$ cat src/rtl/mips_mc_ctrl.sv
// mips_mc_ctrl -- multi-cycle MIPS control unit.
// Moore-style state machine sequencing fetch, decode, memory, ALU, branch and
// jump steps. Datapath controls are decoded from the current state; only the
// memory handshake (mem_ready) and the ALU zero flag qualify them.
// A per-state wait counter bounds memory stalls. On expiry the instruction is
// abandoned, the sticky mem_err flag is raised and the machine re-fetches.
// Optional feature: define MIPS_MC_CTRL_BNE_EN to add bne (opcode 000101).
// Without it, bne decodes as an illegal opcode.
module mips_mc_ctrl #(
  parameter int unsigned MEM_WAIT_MAX = 15
) (
  input  logic       clk,
  input  logic       rst,
  input  logic [5:0] opcode,
  input  logic [5:0] funct,
  input  logic       zero,
  input  logic       mem_ready,
  output logic       mem_req,
  output logic       iord,
  output logic       mem_write,
  output logic       ir_write,
  output logic       pc_en,
  output logic [1:0] pc_src,
  output logic       alu_src_a,
  output logic [1:0] alu_src_b,
  output logic [2:0] alu_control,
  output logic       reg_dst,
  output logic       mem_to_reg,
  output logic       reg_write,
  output logic [3:0] state,
  output logic       illegal_op,
  output logic       mem_err
);

  typedef enum logic [3:0] {
    S_FETCH  = 4'd0,
    S_DECODE = 4'd1,
    S_MEMADR = 4'd2,
    S_MEMRD  = 4'd3,
    S_MEMWB  = 4'd4,
    S_MEMWR  = 4'd5,
    S_EXEC   = 4'd6,
    S_ALUWB  = 4'd7,
    S_BRANCH = 4'd8,
    S_ADDIEX = 4'd9,
    S_ADDIWB = 4'd10,
    S_JUMP   = 4'd11
  } state_t;

  localparam logic [5:0] OP_RTYPE = 6'b000000;
  localparam logic [5:0] OP_J     = 6'b000010;
  localparam logic [5:0] OP_BEQ   = 6'b000100;
  localparam logic [5:0] OP_ADDI  = 6'b001000;
  localparam logic [5:0] OP_LW    = 6'b100011;
  localparam logic [5:0] OP_SW    = 6'b101011;
`ifdef MIPS_MC_CTRL_BNE_EN
  localparam logic [5:0] OP_BNE   = 6'b000101;
`endif

  localparam logic [7:0] WAIT_MAX = 8'(MEM_WAIT_MAX);

  // R-type funct decode: bit 3 = supported, bits 2:0 = ALU operation.
  // Unsupported functs fall back to add so the datapath stays well-defined.
  function automatic logic [3:0] funct_decode(input logic [5:0] f);
    logic [3:0] r;
    case (f)
      6'b100000: r = {1'b1, 3'b010};
      6'b100010: r = {1'b1, 3'b110};
      6'b100100: r = {1'b1, 3'b000};
      6'b100101: r = {1'b1, 3'b001};
      6'b101010: r = {1'b1, 3'b111};
      default:   r = {1'b0, 3'b010};
    endcase
    return r;
  endfunction

  state_t     state_q, state_d;
  logic [7:0] wait_cnt_q, wait_cnt_d;
  logic       mem_err_q, mem_err_d;
  logic       illegal_op_q, illegal_op_d;
  logic       mem_phase_s;
  logic       timeout_s;
  logic [3:0] funct_dec_s;

  // Memory-access states: the only states where mem_ready is honoured
  assign mem_phase_s = (state_q == S_FETCH) || (state_q == S_MEMRD) || (state_q == S_MEMWR);
  // Timeout fires only if the memory is still not ready on the last allowed cycle
  assign timeout_s   = mem_phase_s && !mem_ready && (wait_cnt_q == WAIT_MAX);
  assign funct_dec_s = funct_decode(funct);
  assign mem_err_d   = mem_err_q | timeout_s;

  // Next-state decode and illegal-instruction detection
  always_comb begin
    state_d      = state_q;
    illegal_op_d = 1'b0;
    case (state_q)
      S_FETCH: begin
        // A fetch timeout simply stays here; pc_en was never raised so the PC is unchanged
        if (mem_ready) begin
          state_d = S_DECODE;
        end else begin
          state_d = S_FETCH;
        end
      end
      S_DECODE: begin
        case (opcode)
          OP_LW, OP_SW: state_d = S_MEMADR;
          OP_RTYPE:     state_d = S_EXEC;
          OP_BEQ:       state_d = S_BRANCH;
`ifdef MIPS_MC_CTRL_BNE_EN
          OP_BNE:       state_d = S_BRANCH;
`endif
          OP_ADDI:      state_d = S_ADDIEX;
          OP_J:         state_d = S_JUMP;
          default: begin
            state_d      = S_FETCH;
            illegal_op_d = 1'b1;
          end
        endcase
      end
      S_MEMADR: begin
        if (opcode == OP_SW) begin
          state_d = S_MEMWR;
        end else begin
          state_d = S_MEMRD;
        end
      end
      S_MEMRD: begin
        // mem_ready wins over a coincident timeout
        if (mem_ready) begin
          state_d = S_MEMWB;
        end else if (timeout_s) begin
          state_d = S_FETCH;
        end else begin
          state_d = S_MEMRD;
        end
      end
      S_MEMWR: begin
        if (mem_ready || timeout_s) begin
          state_d = S_FETCH;
        end else begin
          state_d = S_MEMWR;
        end
      end
      S_EXEC: begin
        state_d      = S_ALUWB;
        illegal_op_d = ~funct_dec_s[3];
      end
      S_ADDIEX: state_d = S_ADDIWB;
      S_MEMWB, S_ALUWB, S_ADDIWB, S_BRANCH, S_JUMP: state_d = S_FETCH;
      default:  state_d = S_FETCH;
    endcase
  end

  // Wait counter: counts stalled memory cycles, restarts on every state change or timeout
  always_comb begin
    if ((state_d != state_q) || timeout_s) begin
      wait_cnt_d = 8'd0;
    end else if (mem_phase_s && !mem_ready && (wait_cnt_q != 8'hFF)) begin
      wait_cnt_d = wait_cnt_q + 8'd1;
    end else begin
      wait_cnt_d = wait_cnt_q;
    end
  end

  // State, wait counter and status flags with synchronous reset
  always_ff @(posedge clk) begin
    if (rst) begin
      state_q      <= S_FETCH;
      wait_cnt_q   <= 8'd0;
      mem_err_q    <= 1'b0;
      illegal_op_q <= 1'b0;
    end else begin
      state_q      <= state_d;
      wait_cnt_q   <= wait_cnt_d;
      mem_err_q    <= mem_err_d;
      illegal_op_q <= illegal_op_d;
    end
  end

  // Datapath control decode; during reset present the quiescent fetch controls with no writes
  always_comb begin
    mem_req     = 1'b0;
    iord        = 1'b0;
    mem_write   = 1'b0;
    ir_write    = 1'b0;
    pc_en       = 1'b0;
    pc_src      = 2'b00;
    alu_src_a   = 1'b0;
    alu_src_b   = 2'b00;
    alu_control = 3'b000;
    reg_dst     = 1'b0;
    mem_to_reg  = 1'b0;
    reg_write   = 1'b0;
    state       = state_q;
    illegal_op  = illegal_op_q;
    mem_err     = mem_err_q;
    if (rst) begin
      mem_req     = 1'b1;
      alu_src_b   = 2'b01;
      alu_control = 3'b010;
      state       = S_FETCH;
      illegal_op  = 1'b0;
      mem_err     = 1'b0;
    end else begin
      case (state_q)
        S_FETCH: begin
          // ir_write/pc_en need mem_ready, so a timeout cycle can never write
          mem_req     = 1'b1;
          alu_src_b   = 2'b01;
          alu_control = 3'b010;
          ir_write    = mem_ready;
          pc_en       = mem_ready;
        end
        S_DECODE: begin
          alu_src_b   = 2'b11;
          alu_control = 3'b010;
        end
        S_MEMADR, S_ADDIEX: begin
          alu_src_a   = 1'b1;
          alu_src_b   = 2'b10;
          alu_control = 3'b010;
        end
        S_MEMRD: begin
          mem_req = 1'b1;
          iord    = 1'b1;
        end
        S_MEMWR: begin
          mem_req   = 1'b1;
          iord      = 1'b1;
          mem_write = ~timeout_s;
        end
        S_MEMWB: begin
          mem_to_reg = 1'b1;
          reg_write  = 1'b1;
        end
        S_EXEC: begin
          alu_src_a   = 1'b1;
          alu_control = funct_dec_s[2:0];
        end
        S_ALUWB: begin
          reg_dst   = 1'b1;
          reg_write = 1'b1;
        end
        S_BRANCH: begin
          alu_src_a   = 1'b1;
          alu_control = 3'b110;
          pc_src      = 2'b01;
`ifdef MIPS_MC_CTRL_BNE_EN
          pc_en       = (opcode == OP_BNE) ? ~zero : zero;
`else
          pc_en       = zero;
`endif
        end
        S_ADDIWB: begin
          reg_write = 1'b1;
        end
        S_JUMP: begin
          pc_src = 2'b10;
          pc_en  = 1'b1;
        end
        default: begin
          mem_req = 1'b0;
        end
      endcase
    end
  end

endmodule
$ cat config.mk
export PLATFORM = sky130hd
export DESIGN_NAME = mips_mc_ctrl
export DESIGN_NICKNAME = d
export VERILOG_FILES = /design/src/rtl/mips_mc_ctrl.sv
export SDC_FILE = /design/constraint.sdc
export NUM_CORES = 1
export LEC_CHECK = 0
export CORE_MARGIN = 4
export CORE_UTILIZATION = 40
export CTS_CLUSTER_DIAMETER = 60
export DETAILED_ROUTE_END_ITERATION = 10
export GPL_ROUTABILITY_DRIVEN = 0
export PLACE_DENSITY = 0.71
export SYNTH_ARGS = -nofsm -noshare
export SYNTH_HDL_FRONTEND = slang
export SYNTH_SLANG_ARGS = --single-unit
$ cat constraint.sdc
create_clock -name clk -period 2.71 [get_ports clk]
set_input_delay 0.542 -clock clk [delete_from_list [all_inputs] [get_ports clk]]
set_output_delay 0.542 -clock clk [all_outputs]
set_load 0.1 [all_outputs]
==> impl_metrics.yaml <==
synth:
  syn_avg_cell_area_um2: 7.795
  synth_compound_area_share_pct: 21.31
  yosys_warnings: 0
  yosys.cell_count.top_type: "nor2_1"
  syn-num-nets: 191
  syn_inst: 174
  synth_fa_ha_area_share_pct: 0.9225
  synth_top_area_share_pct: 20.66
  yosys.area.top_type: "dfxtp_1"
  synth_area_leaders: "dfxtp_1, nor2_1, nor4_1"
  synth-xor-area-share_pct: 5.166
  synth_edf_count: 0
  synthSimpleGateAreaFrac_pct: 43.54
  synth_top_family_by_area: "simple AND/OR/NAND/NOR gates"
  syn_area_mm2: 0.001356
  synth-main-ff-cell: "dfxtp_1"
  ys_top_cells_by_count: "nor2_1, dfxtp_1, nand2_1, nand3_1"
  muxShareOfSynthArea_pct: 3.782
  synth_cell_types: 55
  ys_seq_area_share_pct: 20.66
  ys_seq_elements: 14
  synth-async-reset-ratio_pct: 0
cells_and_area:
  area_growth_pct: 60.15
  ff_latch_area_um2: 282.8
  nFillCells: 276
  multi_input_area_mm2: 0.001125
  fin_util_pct: 68.89
  final_cells: 259
  nNetsFinal: 233
  drive_gt1_share_pct: 32.56
  n_antenna_cell: 0
floorplan:
  die_w_um: 66.23
  coreArea_mm2: 0.003153
  boundaryPins: 38
  die-area_mm2: 0.004386
  rows: 20
  initial_core_util_pct: 43.02
  die_h_um: 66.23
pwr:
  p_per_area_mw_per_mm2: 255.1
  power.internal_uw: 368.7
  pwr-share-clk_pct: 28.5
  vdd.ir_drop.worst_uv: 180.4
  p_leak_uw: 0.0007539
  netSwitchingFraction_pct: 33.47
  pwr-share-seq_pct: 38.7
  switchingPower_uw: 185.5
  power.share.combinational_pct: 32.8
sta:
  finalCritPeriodShare_pct: 96.05
  timing.fmax_ghz: 0.3842
  holdWs_ps: 483.7
  finalSetupViolCount: 0
  fin_crit_ps: 2603
  hold_viol_final: 0
  grt_setup_unrepaired: "no"
  worst_pin_slew_ps: 551.4
  slew_headroom_pct: 62.85
  finalMaxSlewViolations: 0
  skew_ps: 6.801
global_route:
  antenna_found_initial: 0
  grt_usage_pct: 19.99
  grt_pass1_vias: 1471
  gr-total-overflow: 0
  grt_max_degree: 16
  grt_pass1_wl_um: 7058
drt:
  vias: 1491
  routedWlPerCell_um: 15.51
  drc: 0
  routed_wl_um: 4018
  drtAntennaViolNets: 0
  vias_per_cell: 5.757
  drt_iter0_markers: 55
  dr.pass1.iters: 4
worst_hold_path:
  hold_path.class: "register to register"
placed_design:
  dp_cells: 255
  dp_hpwl_um: 3199
  io_buffers: 37
cts:
  cts_buffers: 3
  cts_root_buffer: "clkbuf_4"
  cts_tree: "done"
  clockBufferDepth: 2
  path_clk_slew_ps: 90
  hold_buffers: 0
  cts.sinks: 14
  clkLatencyLatePin_ps: 290
  htreeDepth: 1
critical_path:
  start_kind: "input port"
  worstPathRequired_ps: 2170
  worst_setup_path_end_kind: "output pin"
  crit_arrival_ps: 2060
  cp_max_fo: 3
  crit_type: "input port to output pin"
status:
  outcome: "completed"
flow_run:
  drv_cap: 0
## cell type report
| cell class | instances | area share (%) |
|---|---|---|
| sequential | 14 | 13.02 |
| multi-input combinational | 148 | 51.79 |
| tap | 44 | 2.535 |
| timing repair buffer | 47 | 30.65 |
| inverter | 2 | 0.3456 |
| clock buffer | 4 | 1.671 |
## registers in the layout, summed over array words and instances (netlist names)
register	flops
illegal_op_q	1
mem_err_q	1
state_q	4
wait_cnt_q	8
## timing repair
action | CTS | global route
setup endpoints to repair | 0 | 3
gates resized for setup | 0 | 2
hold endpoints to repair | 0 | 0
setup buffers | 0 | 0
## per-stage QoR
stage | power (uW) | TNS, ps | area, um^2 | setup slack [ps]
2_1_floorplan | 328.5 | -307.1 | 1469 | -213.4
3_3_place_gp | 395.7 | 0 | 2133 | 134.3
3_5_place_dp | 400.5 | 0 | 2133 | 110.8
4_1_cts | 553.5 | 0 | 2170 | 80.91
5_1_grt | 576.2 | 0 | 2172 | 45.48
6_report | 554.1 | 0 | 2172 | 107.0
## layer usage
layer	global-route usage [%]	wire length, um
met3	1.701	138
met4	3.807	25
met2	33.95	1921
met1	27.45	1933
met5	0	0
## worst max-delay path, cell delays in order
cell and delay, ps:
clkdlybuf4s50_1 430, or3b_2 490, o22ai_4 140, and2_1 220, nor3_4 60, buf_12 170
## cells in the final DEF, fill, tap and decap left out, drive strengths merged, types with 4 or more instances in the layout
master and n:
nor2b 8, nand2 13, nor3 9, buf 32, o21ai 5, dfxtp 14
nand3 11, clkdlybuf4s50 15, a21oi 5, nor4 11, xnor2 5, clkbuf 4
nand4 4, nor2 21, mux2i 4
## path summary, 6_finish.rpt
| kind | depth (start not counted) | slack (ps) | start | end |
|---|---|---|---|---|
| min reg2reg | 2 | 480 | mem_err_q | mem_err_q |
| max reg2reg | 5 | 410 | state_q[0] | wait_cnt_q[0] |
| max | 6 | 110 | mem_ready | mem_write |
| min | 2 | 480 | mem_err_q | mem_err_q |
## kinds of logic (layout without fill, tap and decap cells)
kind of cell    Yosys count  after routing
flops                    14             14
simple gates            100            100
buf+inv                  12             53
fa+ha+maj                 1              1
compound gates           34             34
xor+xnor                  8              8
mux                       5              5
## power groups by stage
stage / clock network, uW / registers [uW] / logic [uW]
floorplan: 0 / 216 / 113
global placement: 0 / 219 / 177
detailed placement: 0 / 219 / 181
CTS: 157 / 214 / 182
global route: 168 / 215 / 193
finish: 158 / 214 / 182
Power figures use the tool's default switching activity.
